[config.mk]
export PLATFORM = sky130hd
export DESIGN_NAME = uart_tx_fsm_flat
export DESIGN_NICKNAME = d
export VERILOG_FILES = /design/src/rtl/uart_tx_fsm_pkg.sv /design/src/rtl/uart_tx_fsm_if.sv /design/src/rtl/uart_tx_fsm_parity_calc.sv /design/src/rtl/uart_tx_fsm.sv /design/src/flat_wrapper.sv
export SDC_FILE = /design/constraint.sdc
export NUM_CORES = 1
export LEC_CHECK = 0
export BUFFER_PORTS_ARGS = -buffer_cell sky130_fd_sc_hd__buf_2
export CORE_ASPECT_RATIO = 1.25
export CORE_MARGIN = 2
export CORE_UTILIZATION = 40
export CTS_CLUSTER_SIZE = 12
export DETAILED_ROUTE_END_ITERATION = 7
export SYNTH_ARGS = -nofsm -noshare
export SYNTH_HDL_FRONTEND = slang
export SYNTH_SLANG_ARGS = --single-unit
[constraint.sdc]
create_clock -name clk -period 2.1 [get_ports clk]
set_input_delay 0.315 -clock clk [delete_from_list [all_inputs] [get_ports clk]]
set_output_delay 0.315 -clock clk [all_outputs]
set_load 0.01 [all_outputs]
[src/rtl/uart_tx_fsm_pkg.sv]
// uart_tx_pkg: shared types and line-level constants for the UART transmit
// frame controller.
//   state_e      frame sequencer states
//   PAR_EVEN/ODD encoding of the par_typ input
//   *_LEVEL      line levels for idle, start and stop bits
package uart_tx_pkg;

   typedef enum logic [2:0] {
      IDLE   = 3'd0,
      START  = 3'd1,
      DATA   = 3'd2,
      PARITY = 3'd3,
      STOP   = 3'd4
   } state_e;

   localparam logic PAR_EVEN = 1'b0;
   localparam logic PAR_ODD  = 1'b1;

   localparam logic IDLE_LEVEL  = 1'b1;
   localparam logic START_LEVEL = 1'b0;
   localparam logic STOP_LEVEL  = 1'b1;

endpackage

[src/rtl/uart_tx_fsm_if.sv]
// uart_tx_fsm_if: byte-source and serializer connections of the UART frame
// controller.
//   p_data, data_valid, par_en, par_typ : byte request from the source
//   busy, frame_done                    : status back to the source
//   ser_data                            : current bit from the serializer
//   ser_load, ser_en                    : serializer capture / advance
//   tx_out                              : serial line
// modport master: source + serializer side; modport slave: frame controller.
interface uart_tx_fsm_if #(
   parameter int DATA_WIDTH = 8
);
   logic [DATA_WIDTH-1:0] p_data;
   logic                  data_valid;
   logic                  par_en;
   logic                  par_typ;
   logic                  ser_data;
   logic                  ser_load;
   logic                  ser_en;
   logic                  tx_out;
   logic                  busy;
   logic                  frame_done;

   modport master (
      output p_data, data_valid, par_en, par_typ, ser_data,
      input  ser_load, ser_en, tx_out, busy, frame_done
   );

   modport slave (
      input  p_data, data_valid, par_en, par_typ, ser_data,
      output ser_load, ser_en, tx_out, busy, frame_done
   );
endinterface

[src/rtl/uart_tx_fsm_parity_calc.sv]
// parity_calc: combinational parity bit for one data word.
//   data    in  DATA_WIDTH  word to cover
//   par_typ in  1           PAR_EVEN or PAR_ODD
//   par_bit out 1           bit that makes the total count of ones even/odd
module parity_calc
   import uart_tx_pkg::*;
#(
   parameter int DATA_WIDTH = 8
) (
   input  logic [DATA_WIDTH-1:0] data,
   input  logic                  par_typ,
   output logic                  par_bit
);

   // Odd parity is the inverted reduction XOR.
   assign par_bit = (^data) ^ (par_typ == PAR_ODD);

endmodule

[src/rtl/uart_tx_fsm.sv]
// uart_tx_fsm: frame controller for the UART transmitter. Accepts a byte on
// data_valid while idle, loads the external serializer, then drives the
// registered line with start bit, LSB-first data, optional parity and
// STOP_BITS stop bits.
//   clk  in  bit clock (one line bit per cycle)
//   rst  in  synchronous active-high reset
//   bus  uart_tx_fsm_if.slave (source request/status, serializer, tx_out)
module uart_tx_fsm
   import uart_tx_pkg::*;
#(
   parameter int DATA_WIDTH = 8,
   parameter int STOP_BITS  = 1,
   parameter int CNT_WIDTH  = 4
) (
   input  logic          clk,
   input  logic          rst,
   uart_tx_fsm_if.slave  bus
);

   localparam logic [CNT_WIDTH-1:0] LAST_DATA = CNT_WIDTH'(DATA_WIDTH - 1);
   localparam logic [CNT_WIDTH-1:0] LAST_STOP = CNT_WIDTH'(STOP_BITS - 1);

   state_e                state_q, state_d;
   logic [CNT_WIDTH-1:0]  cnt_q, cnt_d;
   logic                  tx_out_q, tx_out_d;
   logic                  busy_q, busy_d;
   logic                  frame_done_q, frame_done_d;
   logic                  par_en_q, par_en_d;
   logic                  par_typ_q, par_typ_d;
   logic [DATA_WIDTH-1:0] data_q, data_d;
   logic                  par_bit;
   logic                  ser_load_c;
   logic                  ser_en_c;

   // Parity comes from the byte latched at acceptance, so the serializer
   // state and later input changes cannot affect it.
   parity_calc #(
      .DATA_WIDTH (DATA_WIDTH)
   ) u_parity (
      .data    (data_q),
      .par_typ (par_typ_q),
      .par_bit (par_bit)
   );

   always_ff @(posedge clk) begin
      if (rst) begin
         state_q      <= IDLE;
         cnt_q        <= '0;
         tx_out_q     <= IDLE_LEVEL;
         busy_q       <= 1'b0;
         frame_done_q <= 1'b0;
         par_en_q     <= 1'b0;
         par_typ_q    <= PAR_EVEN;
      end else begin
         state_q      <= state_d;
         cnt_q        <= cnt_d;
         tx_out_q     <= tx_out_d;
         busy_q       <= busy_d;
         frame_done_q <= frame_done_d;
         par_en_q     <= par_en_d;
         par_typ_q    <= par_typ_d;
      end
      data_q <= data_d;
   end

   // tx_out_d is the line level for the state being entered, so the line
   // register always shows the bit belonging to the current state.
   always_comb begin
      state_d      = state_q;
      cnt_d        = cnt_q;
      tx_out_d     = tx_out_q;
      frame_done_d = 1'b0;
      par_en_d     = par_en_q;
      par_typ_d    = par_typ_q;
      data_d       = data_q;
      ser_load_c   = 1'b0;
      ser_en_c     = 1'b0;

      case (state_q)
         IDLE: begin
            tx_out_d = IDLE_LEVEL;
            if (bus.data_valid && !rst) begin
               ser_load_c = 1'b1;
               par_en_d   = bus.par_en;
               par_typ_d  = bus.par_typ;
               data_d     = bus.p_data;
               state_d    = START;
               tx_out_d   = START_LEVEL;
            end
         end
         START: begin
            // Serializer already shows bit 0; capture it and step to bit 1.
            ser_en_c = 1'b1;
            cnt_d    = '0;
            state_d  = DATA;
            tx_out_d = bus.ser_data;
         end
         DATA: begin
            if (cnt_q == LAST_DATA) begin
               if (par_en_q) begin
                  state_d  = PARITY;
                  tx_out_d = par_bit;
               end else begin
                  state_d  = STOP;
                  cnt_d    = '0;
                  tx_out_d = STOP_LEVEL;
               end
            end else begin
               ser_en_c = 1'b1;
               cnt_d    = cnt_q + 1'b1;
               tx_out_d = bus.ser_data;
            end
         end
         PARITY: begin
            state_d  = STOP;
            cnt_d    = '0;
            tx_out_d = STOP_LEVEL;
         end
         STOP: begin
            if (cnt_q == LAST_STOP) begin
               state_d      = IDLE;
               tx_out_d     = IDLE_LEVEL;
               frame_done_d = 1'b1;
            end else begin
               cnt_d    = cnt_q + 1'b1;
               tx_out_d = STOP_LEVEL;
            end
         end
         default: begin
            state_d  = IDLE;
            tx_out_d = IDLE_LEVEL;
         end
      endcase

      busy_d = (state_d != IDLE);
   end

   // Serializer strobes are forced low while reset is asserted.
   assign bus.ser_load   = ser_load_c;
   assign bus.ser_en     = ser_en_c & ~rst;
   assign bus.tx_out     = tx_out_q;
   assign bus.busy       = busy_q;
   assign bus.frame_done = frame_done_q;

endmodule

[src/flat_wrapper.sv]
// flat-port wrapper written by rule: the top's interface ports become plain ports
module uart_tx_fsm_flat import uart_tx_pkg::*;
#(
   parameter int DATA_WIDTH = 8,
   parameter int STOP_BITS  = 1,
   parameter int CNT_WIDTH  = 4
)
  (clk, rst, bus_p_data, bus_data_valid, bus_par_en, bus_par_typ, bus_ser_data, bus_ser_load, bus_ser_en, bus_tx_out, bus_busy, bus_frame_done);
  uart_tx_fsm_if #(.DATA_WIDTH(DATA_WIDTH)) bus_i ();
  input  logic clk;
  input  logic rst;
  input wire logic [$bits(bus_i.p_data)-1:0] bus_p_data;
  input wire logic [$bits(bus_i.data_valid)-1:0] bus_data_valid;
  input wire logic [$bits(bus_i.par_en)-1:0] bus_par_en;
  input wire logic [$bits(bus_i.par_typ)-1:0] bus_par_typ;
  input wire logic [$bits(bus_i.ser_data)-1:0] bus_ser_data;
  output wire logic [$bits(bus_i.ser_load)-1:0] bus_ser_load;
  output wire logic [$bits(bus_i.ser_en)-1:0] bus_ser_en;
  output wire logic [$bits(bus_i.tx_out)-1:0] bus_tx_out;
  output wire logic [$bits(bus_i.busy)-1:0] bus_busy;
  output wire logic [$bits(bus_i.frame_done)-1:0] bus_frame_done;
  assign bus_i.p_data = bus_p_data;
  assign bus_i.data_valid = bus_data_valid;
  assign bus_i.par_en = bus_par_en;
  assign bus_i.par_typ = bus_par_typ;
  assign bus_i.ser_data = bus_ser_data;
  assign bus_ser_load = bus_i.ser_load;
  assign bus_ser_en = bus_i.ser_en;
  assign bus_tx_out = bus_i.tx_out;
  assign bus_busy = bus_i.busy;
  assign bus_frame_done = bus_i.frame_done;
  uart_tx_fsm #(.DATA_WIDTH(DATA_WIDTH), .STOP_BITS(STOP_BITS), .CNT_WIDTH(CNT_WIDTH)) u_core (.clk(clk), .rst(rst), .bus(bus_i));
endmodule
* After elaboration in Yosys (flattened, before gate mapping)
Cells that the tools add are included.
** Storage, ports and cells
- Flip-flop bits (word level) :: 20
- Output and inout bits :: 5
- Logic and storage cells :: 49
** Cells by class
- Eq/ne operators :: 7
- Bitwise logic cells :: 4
- Muxes and demuxes :: 18
- Reductions and logical operators :: 11
- Add/sub/neg operators :: 1
** Operators with widths (number)
- $pmux W3 S5 :: 1
- $mux W3 :: 4
- $mux W4 :: 3
- $pmux W4 S3 :: 1
- $reduce_xor A8 Y1 :: 1
- $mux W1 :: 7
- $eq A3 B2 Y1 const B :: 2
- $reduce_bool A3 Y1 :: 2
- $add A4 B1 Y4 const B :: 1
- $eq A4 B3 Y1 const B :: 1
- $logic_not A4 Y1 :: 1
- $reduce_or A2 Y1 :: 2
- $eq A3 B1 Y1 const B :: 1
- $eq A3 B3 Y1 const B :: 1
- $logic_not A3 Y1 :: 1
- $ne A3 B3 Y1 const B :: 1
- $pmux W1 S3 :: 1
- $reduce_and A3 Y1 :: 1
- $ne A2 B2 Y1 const B :: 1
- $not A1 Y1 :: 2
- $pmux W1 S2 :: 1
- $reduce_and A2 Y1 :: 1
- $and A1 B1 Y1 :: 1
- $logic_and A1 B1 Y1 :: 1
- other kinds (2) :: 2

* Longest topological paths before layout
Gate-level depths: netlist of the first run.
- Word-level depth :: 5
- Mapped depth :: 7
- Gate-level depth less buffers :: 7

* Modules after synthesis
A second synthesis of the first run with hierarchy kept.
** Unflattened totals
- Cells, all modules :: 91
- Area total of the unflattened synthesis :: 985.9 um^2
** By module, submodules not included
- uart_tx_fsm :: cells each 84, instances 1, area an instance 903.4 um^2, seq. area each 480.5 um^2
- parity_calc :: cells each 7, instances 1, area an instance 82.6 um^2, seq. area each 0.0 um^2

* Worst setup path after synthesis of the first run
No wires, ideal clock.
- Path kind :: register to register
- Start point :: reg u_core.cnt_q[0]
- End point :: reg u_core.cnt_q[1]
- Period minus slack after synthesis :: 1603 ps
- Cell stages (with the launch flop) :: 8
- Setup slack :: 497 ps
- Arrival :: 1482 ps
- Setup time :: 121 ps
- Buffers on the path :: 0
- Cell sequence :: dfxtp_1 > inv_1 > ha_1 > or3b_4 > and3_4 > nor3_4 > mux2i_1 > nor2_1
** Between the ends
- Cells in the longest elaborated chain, start to end :: 3
** RTL lines
- from (decl) :: RTL line uart_tx_fsm.sv:24 : logic [CNT_WIDTH-1:0] cnt_q, cnt_d;
- from (signal assigned) :: RTL line uart_tx_fsm.sv:56 : cnt_q <= cnt_d;
- $add A4 B1 Y4, or another cell as far along :: RTL line uart_tx_fsm.sv:110, uart_tx_fsm.sv:125
- $mux W4, or another cell as far along :: RTL line uart_tx_fsm.sv:120 : if (cnt_q == LAST_STOP) begin
- $pmux W4 S3 or $reduce_and A3 Y1 (tied branches)
Parallel ways exist; a longest one is shown, timed or not. The select of a mux whose other input is x is not followed.
A chain may end at the register's enable or synchronous reset.

* Worst setup path after layout of the first run
- Start point :: reg u_core.state_q[2]
- End point :: out bus_ser_load
** Between the ends
- Cells in the longest elaborated chain, start to end :: 2
** RTL lines
- from (decl) :: RTL line uart_tx_fsm.sv:23 : state_e state_q, state_d;
- from (signal assigned) :: RTL line uart_tx_fsm.sv:55 : state_q <= state_d;
- $logic_not A3 Y1 :: RTL line uart_tx_fsm.sv:79 : case (state_q)
- $mux W1 :: RTL line uart_tx_fsm.sv:79
- to (decl) :: RTL line flat_wrapper.sv:17 : output wire logic [$bits(bus_i.ser_load)-1:0] bus_ser_load;
No other way between the ends.

==> results of run 1 <==
-- layer usage --
metal / track usage [%] / up-vias / routed length (um)
met2: 22.9 / 17 / 857
met1: 19.2 / 331 / 809
li1: - / 370 / -
met3: 3.96 / 7 / 60
met4: 8.88 / 0 / 51
met5: 0 / - / 0
-- cells in the final DEF (no fill, tap or decap), types with 2 or more instances in the layout --
cell,Yosys,final
sky130_fd_sc_hd__ha_1,2,2
sky130_fd_sc_hd__xnor2_1,5,5
sky130_fd_sc_hd__nor4_1,2,2
sky130_fd_sc_hd__a21oi_1,3,3
sky130_fd_sc_hd__dfxtp_1,12,12
sky130_fd_sc_hd__inv_1,6,6
sky130_fd_sc_hd__o21a_1,2,2
sky130_fd_sc_hd__nor2b_1,2,2
sky130_fd_sc_hd__nand3_1,3,3
sky130_fd_sc_hd__buf_4,0,3
sky130_fd_sc_hd__nand3b_1,2,2
sky130_fd_sc_hd__o21ai_0,5,5
sky130_fd_sc_hd__nor2_1,8,8
sky130_fd_sc_hd__mux2i_1,2,2
sky130_fd_sc_hd__o21ai_1,2,2
sky130_fd_sc_hd__buf_2,3,18
sky130_fd_sc_hd__xor2_1,2,2
sky130_fd_sc_hd__nor3b_1,3,3
sky130_fd_sc_hd__nand2_1,3,3
sky130_fd_sc_hd__edfxtp_1,8,8
sky130_fd_sc_hd__nor3_1,3,3
sky130_fd_sc_hd__clkbuf_4,0,3
-- worst paths after layout --
check,end,slack [ps],cells past startpoint
max reg2reg,u_core.cnt_q[1],390,7
max,bus_ser_load,160,4
min,u_core.data_q[5],180,1
min reg2reg,u_core.par_typ_q,520,2
-- layout make-up --
type	count	area, um2	share of cell area [%]
flip-flops and latches	20	480	41.6
repair buffers	21	113	9.74
multi-input cells	63	449	38.9
inverters	6	22.5	1.95
well taps	31	38.8	3.35
clock inverters	1	30.0	2.60
clock buffers	3	22.5	1.95
-- sequential cells by signal (all words and copies together) (netlist names) --
| signal | cells |
|---|---|
| u_core.bus.busy | 1 |
| u_core.bus.frame_done | 1 |
| u_core.bus.tx_out | 1 |
| u_core.cnt_q | 4 |
| u_core.data_q | 8 |
| u_core.par_en_q | 1 |
| u_core.par_typ_q | 1 |
| u_core.state_q | 3 |
-- metrics by stage --
| step | instances | hold WS (ps) | power (mW) | instance area (um2) |
|---|---|---|---|---|
| floorplan | 93 | 414 | 0.543 | 971 |
| global placement | 141 | 492 | 0.581 | 1100 |
| detailed placement | 141 | 493 | 0.586 | 1100 |
| CTS | 145 | 171 | 0.902 | 1160 |
| global route | 145 | 140 | 0.947 | 1160 |
| finish | 145 | 178 | 0.892 | 1160 |
-- report_power, final --
group          switching [mW]  internal [mW]
logic                  0.0632         0.0702
clock network           0.125          0.193
registers              0.0150          0.426
-- logic make-up (layout without fill, tap and decap cells) --
family / count (synthesis) / count (layout) / synth area share, %
adder cells (fa/ha/maj): 2 / 2 / 2.58
multiplexers: 2 / 2 / 2.06
flip-flops: 20 / 20 / 49.5
AND/OR/NAND/NOR: 36 / 36 / 23.8
buffers and inverters: 10 / 31 / 4.25
AO/OA/AOI/OAI: 15 / 15 / 9.15
XOR/XNOR: 8 / 8 / 8.63
-- worst reg2reg max path: cells and delay by family (launching register included) --
kind          cells  cell delay [ps]
flops             1              340
fa+ha+maj         1              150
simple gates      4              820
buf+inv           1               90
mux               1              210
==> results_tabular.tex, run 1 <==
\begin{tabular}{lr}
\hline
Metric & Value \\
\hline
\multicolumn{2}{l}{\textbf{Run status}} \\
Outcome & completed \\
\multicolumn{2}{l}{\textbf{Detailed routing}} \\
Length of the first detailed-routing pass in iterations & 4 \\
Final ANT Viol Nets & 0 \\
Vias per cell & 5.00 \\
Routed via count & 725 \\
Iteration-0 DRC count of the detailed router & 9 \\
Routed WL & 1780 um \\
Average wire per standard cell & 12.3 um \\
DRC violation count after routing & 0 \\
\multicolumn{2}{l}{\textbf{Floorplan}} \\
Vertical die dimension & 59.1 um \\
Initial cell density of the core & 43.0\% \\
Row cnt & 19 \\
Die ar. & 2840 um2 \\
Total I/O pin count & 19 \\
Width of the die & 48.1 um \\
Floorplan Core Area & 2260 um2 \\
\multicolumn{2}{l}{\textbf{Global routing}} \\
Maximum number of pins on one net before global-route repair & 13 \\
Number of global-route vias before repair & 696 \\
Total GRT Usage & 15.3\% \\
Grt total ovfl & 0 \\
Antenna violations before repair & 0 \\
Wire length of the first global-routing pass & 3000 um \\
\multicolumn{2}{l}{\textbf{Clock network}} \\
CTS H-tree depth & 1 \\
Setup repair bufs after CTS & 0 \\
Post-CTS Hold Fix Bufs & 0 \\
Cell at the root of the clock tree & sky130\_fd\_sc\_hd\_\_clkbuf\_4 \\
Source-to-sink clock delay at the later pin of the worst-skew pair & 310 ps \\
Clock sink total & 20 \\
Clock slew at reported path FFs & 120 ps \\
Number of cells upsized or downsized after cts & 0 \\
Inserted Clock Buffers & 3 \\
Clock tree from TritonCTS & done \\
Maximum count of clock buffers along a single path & 2 \\
\multicolumn{2}{l}{\textbf{Critical path}} \\
Crit-path slowest cell & sky130\_fd\_sc\_hd\_\_dfxtp\_1 \\
Crit start category & flip-flop \\
Worst stage delay on the critical path & 440 ps \\
Number of buffer and inverter stages on the critical path & 2 \\
Critical Path Fanout Max & 11 \\
Category of the worst setup path capture point & primary output \\
Crit-path leading delay family & buffers and inverters \\
Source of the worst register-to-register timing path & u\_core.cnt\_q[0] \\
Worst setup path class & reg2out \\
Critical Path AT & 1620 ps \\
Worst path required time & 1780 ps \\
Cells along the critical path & nor2\_1 > nand3\_1 > inv\_1 > buf\_2 \\
Timing startpoint of the critical path & u\_core.state\_q[2] \\
\multicolumn{2}{l}{\textbf{Timing}} \\
Final count of pins violating max slew & 0 \\
Post-layout minimum cycle time & 1940 ps \\
Final clock skew & 4.86 ps \\
Transition time at the pin with the least slew margin & 374 ps \\
Unrepaired setup endpoints after global routing & no \\
Hold Violations, Final & 0 \\
Fmax & 517 MHz \\
Final period util & 92.2\% \\
Slew HR & 75.0\% \\
Final setup violation count & 0 \\
Setup slack after layout & 164 ps \\
Total negative setup slack & 0 ps \\
\multicolumn{2}{l}{\textbf{Final layout}} \\
Fill cell total of the finished layout & 208 \\
Antenna Diode Count & 0 \\
Signed area change from the synthesized netlist to the final layout & 19.1\% \\
Final core occ & 51.2\% \\
Share of post-route cells with drive strength above 1 & 27.2\% \\
Final Net Count & 131 \\
\multicolumn{2}{l}{\textbf{Yosys}} \\
Synth Flop Type & sky130\_fd\_sc\_hd\_\_dfxtp\_1 \\
Netlist area before placement & 971 um2 \\
Cell with the most instances after synthesis & sky130\_fd\_sc\_hd\_\_dfxtp\_1 \\
Post-synth net total & 109 \\
Cell type with the highest aggregate area in the netlist & sky130\_fd\_sc\_hd\_\_dfxtp\_1 \\
Flops \& latches, synth & 20 \\
Top cells by instance count after synthesis & 12 x sky130\_fd\_sc\_hd\_\_dfxtp\_1, 8 x sky130\_fd\_sc\_hd\_\_edfxtp\_1, 8 x sky130\_fd\_sc\_hd\_\_nor2\_1, 6 x sky130\_fd\_sc\_hd\_\_inv\_1 \\
Total of warnings raised by yosys & 0 \\
Top area cells in the synthesized netlist & sky130\_fd\_sc\_hd\_\_dfxtp\_1 25\%, sky130\_fd\_sc\_hd\_\_edfxtp\_1 25\%, sky130\_fd\_sc\_hd\_\_xnor2\_1 4.5\% \\
Share of flip-flops with an asynchronous set or reset after synthesis & 0\% \\
Sequential share of the synthesized area & 49.5\% \\
Number of distinct standard cells referenced by the synthesized netlist & 35 \\
EDFF count, synth & 8 \\
Share of the synthesized area in the top cell type & 24.7\% \\
Average size of a mapped cell & 10.4 um2 \\
Number of instances in the synthesized netlist & 93 \\
\multicolumn{2}{l}{\textbf{Placed design}} \\
Worst slack after detailed placement & 397 ps \\
GPL Wtd Cong & 0.753 \\
Final HPWL from detailed placement & 1340 um \\
Count of port buffers added during placement & 18 \\
\multicolumn{2}{l}{\textbf{Job}} \\
Number of max-cap violations & 0 \\
\multicolumn{2}{l}{\textbf{Hold path}} \\
Hold path startpoint & bus\_p\_data[5] \\
Worst min path class & in2reg \\
\multicolumn{2}{l}{\textbf{Power}} \\
Standby leakage power & 0.492 nW \\
Max VDD drop & 430 uV \\
Power density of the placed cells & 772 nW/um2 \\
\hline
\end{tabular}
Power figures use the tool's default switching activity.
==> run 2: changes to the inputs <==
==> constraint.sdc (replaced) <==
create_clock -name clk -period 2.3 [get_ports clk]
set_input_delay 0.345 -clock clk [delete_from_list [all_inputs] [get_ports clk]]
set_output_delay 0.345 -clock clk [all_outputs]
set_load 0.01 [all_outputs]
==> run 2 against run 1 <==
  * Worst hold slack improved by 48 ps
  * Critical path type unchanged
  * Sequential power fell by 8.2%
  * Power fell by 23%
  * First-iteration DRC count fell by 56%
  * Clock skew barely moved
  * Global-route usage fell by 2.1 points
  * Flip-flop and latch count did not move
  * Utilization fell by 2.2 points
  * Cell count fell by 2.1%
  * Sequential share of layout area rose by 1.8 points
==> results_tabular.tex, run 2 (synthesis results as in run 1) <==
\begin{tabular}{lr}
\hline
Metric & Value \\
\hline
\multicolumn{2}{l}{\textbf{Timing}} \\
Final clock skew & 5.21 ps (was 4.86 ps) \\
Fmax & 485 MHz \\
Final period util & 89.6\% \\
Final setup violation count & 0 (unchanged) \\
Unrepaired setup endpoints after global routing & no (unchanged) \\
Total negative setup slack & 0 ps (unchanged) \\
Final count of pins violating max slew & 0 (unchanged) \\
Slew HR & 77.1\% (was 75.0\%) \\
Hold Violations, Final & 0 (unchanged) \\
Transition time at the pin with the least slew margin & 343 ps (was 374 ps) \\
Post-layout minimum cycle time & 2060 ps \\
\multicolumn{2}{l}{\textbf{Detailed routing}} \\
Routed WL & 1620 um (was 1780 um) \\
DRC violation count after routing & 0 (unchanged) \\
Iteration-0 DRC count of the detailed router & 4 (was 9) \\
Routed via count & 679 (was 725) \\
Length of the first detailed-routing pass in iterations & 3 (was 4) \\
Final ANT Viol Nets & 0 (unchanged) \\
Vias per cell & 4.78 (was 5.00) \\
Average wire per standard cell & 11.4 um (was 12.3 um) \\
\multicolumn{2}{l}{\textbf{Power}} \\
Standby leakage power & 0.464 nW (was 0.492 nW) \\
Power density of the placed cells & 617 nW/um2 (was 772 nW/um2) \\
Max VDD drop & 351 uV (was 430 uV) \\
Power consumption & 683 uW (was 892 uW) \\
\multicolumn{2}{l}{\textbf{Clock network}} \\
Post-CTS Hold Fix Bufs & 0 (unchanged) \\
Maximum count of clock buffers along a single path & 2 (unchanged) \\
Clock tree from TritonCTS & done (unchanged) \\
Number of cells upsized or downsized after cts & 0 (unchanged) \\
Source-to-sink clock delay at the later pin of the worst-skew pair & 290 ps (was 310 ps) \\
Cell at the root of the clock tree & sky130\_fd\_sc\_hd\_\_clkbuf\_4 (unchanged) \\
Setup repair bufs after CTS & 0 (unchanged) \\
Inserted Clock Buffers & 3 (unchanged) \\
CTS H-tree depth & 1 (unchanged) \\
Clock sink total & 20 (unchanged) \\
Clock slew at reported path FFs & 110 ps (was 120 ps) \\
\multicolumn{2}{l}{\textbf{Critical path}} \\
Critical Path Fanout Max & 11 (unchanged) \\
Critical Path AT & 1720 ps (was 1620 ps) \\
Crit-path slowest cell & sky130\_fd\_sc\_hd\_\_dfxtp\_1 (unchanged) \\
Cells along the critical path & nor2\_1 > nand3\_1 > inv\_1 > buf\_2 (unchanged) \\
Number of buffer and inverter stages on the critical path & 2 (unchanged) \\
Timing startpoint of the critical path & u\_core.state\_q[0] (was u\_core.state\_q[2]) \\
Source of the worst register-to-register timing path & u\_core.cnt\_q[0] (unchanged) \\
Worst path required time & 1960 ps (was 1780 ps) \\
Worst stage delay on the critical path & 420 ps (was 440 ps) \\
Crit-path leading delay family & simple AND/OR/NAND/NOR gates (was buffers and inverters) \\
Category of the worst setup path capture point & primary output (unchanged) \\
Crit start category & flip-flop (unchanged) \\
Worst setup path class & reg2out (unchanged) \\
\multicolumn{2}{l}{\textbf{Placed design}} \\
Count of port buffers added during placement & 18 (unchanged) \\
GPL Wtd Cong & 0.790 (was 0.753) \\
Instance area at placement & 1080 um2 (was 1100 um2) \\
Final HPWL from detailed placement & 1280 um (was 1340 um) \\
Cell Count Post-Placement & 138 (was 141) \\
\multicolumn{2}{l}{\textbf{Global routing}} \\
Total GRT Usage & 13.2\% (was 15.3\%) \\
Maximum number of pins on one net before global-route repair & 12 (was 13) \\
Antenna violations before repair & 0 (unchanged) \\
Wire length of the first global-routing pass & 2700 um (was 3000 um) \\
Grt total ovfl & 0 (unchanged) \\
Number of global-route vias before repair & 626 (was 696) \\
\multicolumn{2}{l}{\textbf{Final layout}} \\
Antenna Diode Count & 0 (unchanged) \\
Signed area change from the synthesized netlist to the final layout & 14.0\% (was 19.1\%) \\
Final core occ & 49.0\% (was 51.2\%) \\
Largest registers & u\_core.data\_q: 8 flops, u\_core.cnt\_q: 4 flops, u\_core.state\_q: 3 flops (unchanged) \\
Fill cell total of the finished layout & 208 (unchanged) \\
Post-layout instance area & 1110 um2 (was 1160 um2) \\
Share of post-route cells with drive strength above 1 & 24.3\% (was 27.2\%) \\
Final Net Count & 128 (was 131) \\
Top library cells by usage in the layout, fill and taps aside & 18 x sky130\_fd\_sc\_hd\_\_buf\_2, 12 x sky130\_fd\_sc\_hd\_\_dfxtp\_1, 8 x sky130\_fd\_sc\_hd\_\_nor2\_1, 8 x sky130\_fd\_sc\_hd\_\_edfxtp\_1, 6 x sky130\_fd\_sc\_hd\_\_inv\_1 (unchanged) \\
Leading cell type in the layout, fill and taps excluded & sky130\_fd\_sc\_hd\_\_buf\_2 (unchanged) \\
Flip-flop count of the largest register after layout & 8 (unchanged) \\
Cell Count, Final, Fillers Out & 142 (was 145) \\
Register ranked first by flip-flop count & u\_core.data\_q (unchanged) \\
\multicolumn{2}{l}{\textbf{Floorplan}} \\
Vertical die dimension & 59.1 um (unchanged) \\
Row cnt & 19 (unchanged) \\
Floorplan Core Area & 2260 um2 (unchanged) \\
Die ar. & 2840 um2 (unchanged) \\
Total I/O pin count & 19 (unchanged) \\
Initial cell density of the core & 43.0\% (unchanged) \\
Width of the die & 48.1 um (unchanged) \\
\multicolumn{2}{l}{\textbf{Job}} \\
Number of max-cap violations & 0 (unchanged) \\
\multicolumn{2}{l}{\textbf{Hold path}} \\
Hold path startpoint & bus\_p\_data[2] (was bus\_p\_data[5]) \\
Worst min path class & in2reg (unchanged) \\
\multicolumn{2}{l}{\textbf{Run status}} \\
Outcome & completed (unchanged) \\
\hline
\end{tabular}
## run 2: changes by cell type in the layout (fill, tap and decap cells not counted)
cell / change
sky130_fd_sc_hd__bufinv_16: -1
sky130_fd_sc_hd__clkinv_1: +1
sky130_fd_sc_hd__buf_4: -3
## run 2: path summary, 6_finish.rpt
kind	cells past startpoint	slack, ps	end
worst max-delay path	4	240	bus_ser_load
worst min-delay path	1	230	u_core.data_q[2]
worst max register to register	7	580	u_core.cnt_q[1]
worst min register to register	2	530	u_core.par_typ_q
## run 2: area by class of cell
class	instances	area, um2	share of cell area (%)
tap	31	38.8	3.50
clock buffer	3	22.5	2.03
inverter	6	22.5	2.03
clock inverter	1	3.75	0.339
multi-input combinational	63	449	40.6
timing repair buffer	18	90.1	8.14
sequential	20	480	43.4
## run 2: worst register-to-register path: cells and delay by family (launching register included)
kind | cells | cell delay, ps
DFF | 1 | 340
buffers and inverters | 1 | 90
adders and majority gates | 1 | 140
muxes | 1 | 210
and+or+nand+nor | 4 | 830
## run 2: stage by stage
step	setup slack [ps]	hold slack (ps)
after floorplan	697	444
after global placement	554	500
after detailed placement	488	509
after CTS	204	213
after global routing	24.3	205
final	238	225
## run 2: report_power, final
part | internal, mW | switching (mW)
logic | 0.0587 | 0.0530
registers | 0.389 | 0.0158
clock network | 0.0630 | 0.103
total | 0.511 | 0.172
## run 2: routing by layer
| layer | GRT usage, % | share of wire [%] | wire length (um) | vias to the layer above |
|---|---|---|---|---|
| met5 | 0 | 0 | 0 | - |
| met4 | 3.47 | 0.49 | 8 | 0 |
| met3 | 2.74 | 3.3 | 53 | 2 |
| met2 | 20.6 | 50 | 806 | 10 |
| met1 | 18.2 | 47 | 756 | 304 |
| li1 | - | - | - | 363 |
==> run 3: changes to the inputs <==
==> constraint.sdc (replaced) <==
create_clock -name clk -period 2.3 [get_ports clk]
set_input_delay 0.69 -clock clk [delete_from_list [all_inputs] [get_ports clk]]
set_output_delay 0.69 -clock clk [all_outputs]
set_load 0.01 [all_outputs]
==> run 3 against run 2 <==
  * Power increased by 19%
  * Maximum frequency decreased by 4.7%
  * Flip-flop and latch count unchanged
  * Cell count increased by 2.1%
  * Cell area increased by 4.7%
==> results_tabular.tex, run 3 (synthesis results as in run 1) <==
\begin{tabular}{lr}
\hline
Metric & Value \\
\hline
\multicolumn{2}{l}{\textbf{Detailed routing}} \\
DRC violation count after routing & 0 (unchanged) \\
Routed length on met2 & 847 um (was 806 um) \\
Routed WL & 1690 um (was 1620 um) \\
Final ANT Viol Nets & 0 (unchanged) \\
Vias per cell & 4.96 (was 4.78) \\
WL met1 & 739 um (was 756 um) \\
Routed via count & 719 (was 679) \\
Iteration-0 DRC count of the detailed router & 8 (was 4) \\
Routed length on met3 & 64 um (was 53 um) \\
Average wire per standard cell & 11.6 um (was 11.4 um) \\
Length of the first detailed-routing pass in iterations & 4 (was 3) \\
Highest metal used & met4 (unchanged) \\
\multicolumn{2}{l}{\textbf{Clock network}} \\
Cell at the root of the clock tree & sky130\_fd\_sc\_hd\_\_clkbuf\_4 (unchanged) \\
Clock tree from TritonCTS & done (unchanged) \\
Clock slew at reported path FFs & 120 ps (was 110 ps) \\
Inserted Clock Buffers & 3 (unchanged) \\
Post-CTS Hold Fix Bufs & 0 (unchanged) \\
Source-to-sink clock delay at the later pin of the worst-skew pair & 300 ps (was 290 ps) \\
Maximum count of clock buffers along a single path & 2 (unchanged) \\
CTS H-tree depth & 1 (unchanged) \\
Clock sink total & 20 (unchanged) \\
\multicolumn{2}{l}{\textbf{Power}} \\
Switching share of power & 23.0\% (was 25.2\%) \\
Standby leakage power & 0.489 nW (was 0.464 nW) \\
Combinational group share of total power & 14.4\% (was 16.4\%) \\
Cell internal pwr & 628 uW (was 511 uW) \\
Switching power & 187 uW (was 172 uW) \\
Max VDD drop & 513 uV (was 351 uV) \\
Sequential group share of total power & 49.7\% (was 59.3\%) \\
Power density of the placed cells & 703 nW/um2 (was 617 nW/um2) \\
Clock Power Share & 35.8\% (was 24.3\%) \\
\multicolumn{2}{l}{\textbf{Critical path}} \\
Timing startpoint of the critical path & u\_core.cnt\_q[0] (was u\_core.state\_q[0]) \\
Worst path required time & 1610 ps (was 1960 ps) \\
FF-to-FF path depth & 7 (unchanged) \\
Critical Path Fanout Max & 4 (was 11) \\
Category of the worst setup path capture point & primary output (unchanged) \\
Worst setup path class & reg2out (unchanged) \\
Destination of the critical timing path & bus\_ser\_en (was bus\_ser\_load) \\
Critical Path AT & 1470 ps (was 1720 ps) \\
Source of the worst register-to-register timing path & u\_core.cnt\_q[0] (unchanged) \\
Cells along the critical path & ha\_2 > nand2\_1 > nor2\_1 > nor3b\_1 > o21a\_1 > buf\_2 (was nor2\_1 > nand3\_1 > inv\_1 > buf\_2) \\
Worst stage delay on the critical path & 380 ps (was 420 ps) \\
Register-to-Register Setup Slack & 560 ps (was 580 ps) \\
Crit start category & flip-flop (unchanged) \\
Crit-path slowest cell & sky130\_fd\_sc\_hd\_\_dfxtp\_1 (unchanged) \\
FF-to-FF End & u\_core.cnt\_q[1] (unchanged) \\
\multicolumn{2}{l}{\textbf{Final layout}} \\
Leading cell type in the layout, fill and taps excluded & sky130\_fd\_sc\_hd\_\_buf\_2 (unchanged) \\
Largest registers & u\_core.data\_q: 8 flops, u\_core.cnt\_q: 4 flops, u\_core.state\_q: 3 flops (unchanged) \\
Flip-flop count of the largest register after layout & 8 (unchanged) \\
Top library cells by usage in the layout, fill and taps aside & 18 x sky130\_fd\_sc\_hd\_\_buf\_2, 11 x sky130\_fd\_sc\_hd\_\_dfxtp\_1, 8 x sky130\_fd\_sc\_hd\_\_nor2\_1, 8 x sky130\_fd\_sc\_hd\_\_edfxtp\_1, 6 x sky130\_fd\_sc\_hd\_\_inv\_1 (was 18 x sky130\_fd\_sc\_hd\_\_buf\_2, 12 x sky130\_fd\_sc\_hd\_\_dfxtp\_1, 8 x sky130\_fd\_sc\_hd\_\_nor2\_1, 8 x sky130\_fd\_sc\_hd\_\_edfxtp\_1, 6 x sky130\_fd\_sc\_hd\_\_inv\_1) \\
Final Net Count & 131 (was 128) \\
Post-layout instance area & 1160 um2 (was 1110 um2) \\
Final core occ & 51.4\% (was 49.0\%) \\
Antenna Diode Count & 0 (unchanged) \\
Share of post-route cells with drive strength above 1 & 28.9\% (was 24.3\%) \\
Register ranked first by flip-flop count & u\_core.data\_q (unchanged) \\
Signed area change from the synthesized netlist to the final layout & 19.5\% (was 14.0\%) \\
\multicolumn{2}{l}{\textbf{Placed design}} \\
Count of port buffers added during placement & 18 (unchanged) \\
Final HPWL from detailed placement & 1280 um (about the same) \\
Instance area at placement & 1100 um2 (was 1080 um2) \\
GPL Wtd Cong & 0.770 (was 0.790) \\
\multicolumn{2}{l}{\textbf{Timing}} \\
Final count of pins violating max slew & 0 (unchanged) \\
Final setup violation count & 0 (unchanged) \\
Final clock skew & 3.56 ps (was 5.21 ps) \\
Final period util & 94.0\% (was 89.6\%) \\
Post-layout minimum cycle time & 2160 ps (was 2060 ps) \\
Unrepaired setup endpoints after global routing & no (unchanged) \\
Transition time at the pin with the least slew margin & 330 ps (was 343 ps) \\
Hold Violations, Final & 0 (unchanged) \\
Total negative setup slack & 0 ps (unchanged) \\
Slew HR & 77.8\% (was 77.1\%) \\
Fmax & 462 MHz (was 485 MHz) \\
\multicolumn{2}{l}{\textbf{Global routing}} \\
Total GRT Usage & 14.5\% (was 13.2\%) \\
Number of global-route vias before repair & 682 (was 626) \\
Antenna violations before repair & 0 (unchanged) \\
Wire length of the first global-routing pass & 2850 um (was 2700 um) \\
Maximum number of pins on one net before global-route repair & 13 (was 12) \\
Grt total ovfl & 0 (unchanged) \\
\multicolumn{2}{l}{\textbf{Floorplan}} \\
Total I/O pin count & 19 (unchanged) \\
Row cnt & 19 (unchanged) \\
Floorplan Core Area & 2260 um2 (unchanged) \\
Initial cell density of the core & 43.0\% (unchanged) \\
Width of the die & 48.1 um (unchanged) \\
Vertical die dimension & 59.1 um (unchanged) \\
Die ar. & 2840 um2 (unchanged) \\
\multicolumn{2}{l}{\textbf{Run status}} \\
Outcome & completed (unchanged) \\
\multicolumn{2}{l}{\textbf{Hold path}} \\
Hold path startpoint & u\_core.par\_typ\_q (was bus\_p\_data[2]) \\
Worst min path class & reg2reg (was in2reg) \\
Worst hold stages & 2 (was 1) \\
\multicolumn{2}{l}{\textbf{Job}} \\
Number of max-cap violations & 0 (unchanged) \\
\hline
\end{tabular}
run 3: cell types whose count changed in the layout (fill, tap and decap cells not counted):
cell	before	now
sky130_fd_sc_hd__buf_4	0	3
sky130_fd_sc_hd__clkinv_1	1	0
sky130_fd_sc_hd__ha_2	0	1
sky130_fd_sc_hd__dfxtp_2	0	1
sky130_fd_sc_hd__ha_1	2	1
sky130_fd_sc_hd__bufinv_16	0	1
sky130_fd_sc_hd__dfxtp_1	12	11
run 3: power by group through the flow:
stage / registers, mW / logic (mW) / clock network [mW]
3_3_place_gp: 0.412 / 0.118 / 0
6_report: 0.405 / 0.118 / 0.292
5_1_grt: 0.409 / 0.132 / 0.314
2_1_floorplan: 0.407 / 0.0889 / 0
3_5_place_dp: 0.413 / 0.120 / 0
4_1_cts: 0.405 / 0.120 / 0.300
run 3: metal layers:
metal	vias to the layer above	track usage [%]
met4	0	8.11
met3	4	3.66
met5	-	0
li1	370	-
met2	14	22.1
met1	331	17.9
run 3: worst max-delay path, delay by kind of cell (launching register included):
kind / cells / cell delay [ps]
flip-flops: 1 / 380
AND/OR/NAND/NOR: 3 / 280
adder cells (fa/ha/maj): 1 / 210
AO/OA/AOI/OAI: 1 / 170
buffers and inverters: 1 / 130
run 3: what timing repair did:
action | 4_1_cts | 5_1_grt
buffers inserted | 0 | 0
setup endpoints to repair | 0 | 1
gates resized for setup | 0 | 2
run 3: per-stage QoR:
stage / setup slack, ps / power (mW) / cells / hold slack (ps)
after floorplan: 156 / 0.496 / 93 / 477
after CTS: 78.8 / 0.825 / 145 / 518
final: 137 / 0.815 / 145 / 513
after global placement: 270 / 0.530 / 141 / 498
after global routing: 4.33 / 0.855 / 145 / 530
after detailed placement: 269 / 0.533 / 141 / 498
run 3: worst min path at each step:
stage | endpoint | slack (ps)
after floorplan | u_core.par_typ_q | 480
final | u_core.par_typ_q | 510
after global placement | u_core.par_typ_q | 500
after CTS | u_core.par_typ_q | 520
after detailed placement | u_core.par_typ_q | 500
after global routing | u_core.data_q[2] | 530
run 3: area by class of cell:
cell class,count,area (um2)
tap,31,38.8
fill,219,1100
multi-input combinational,63,452
inverter,6,22.5
timing repair buffer,21,113
clock buffer,3,22.5
sequential,20,482
clock inverter,1,30.0
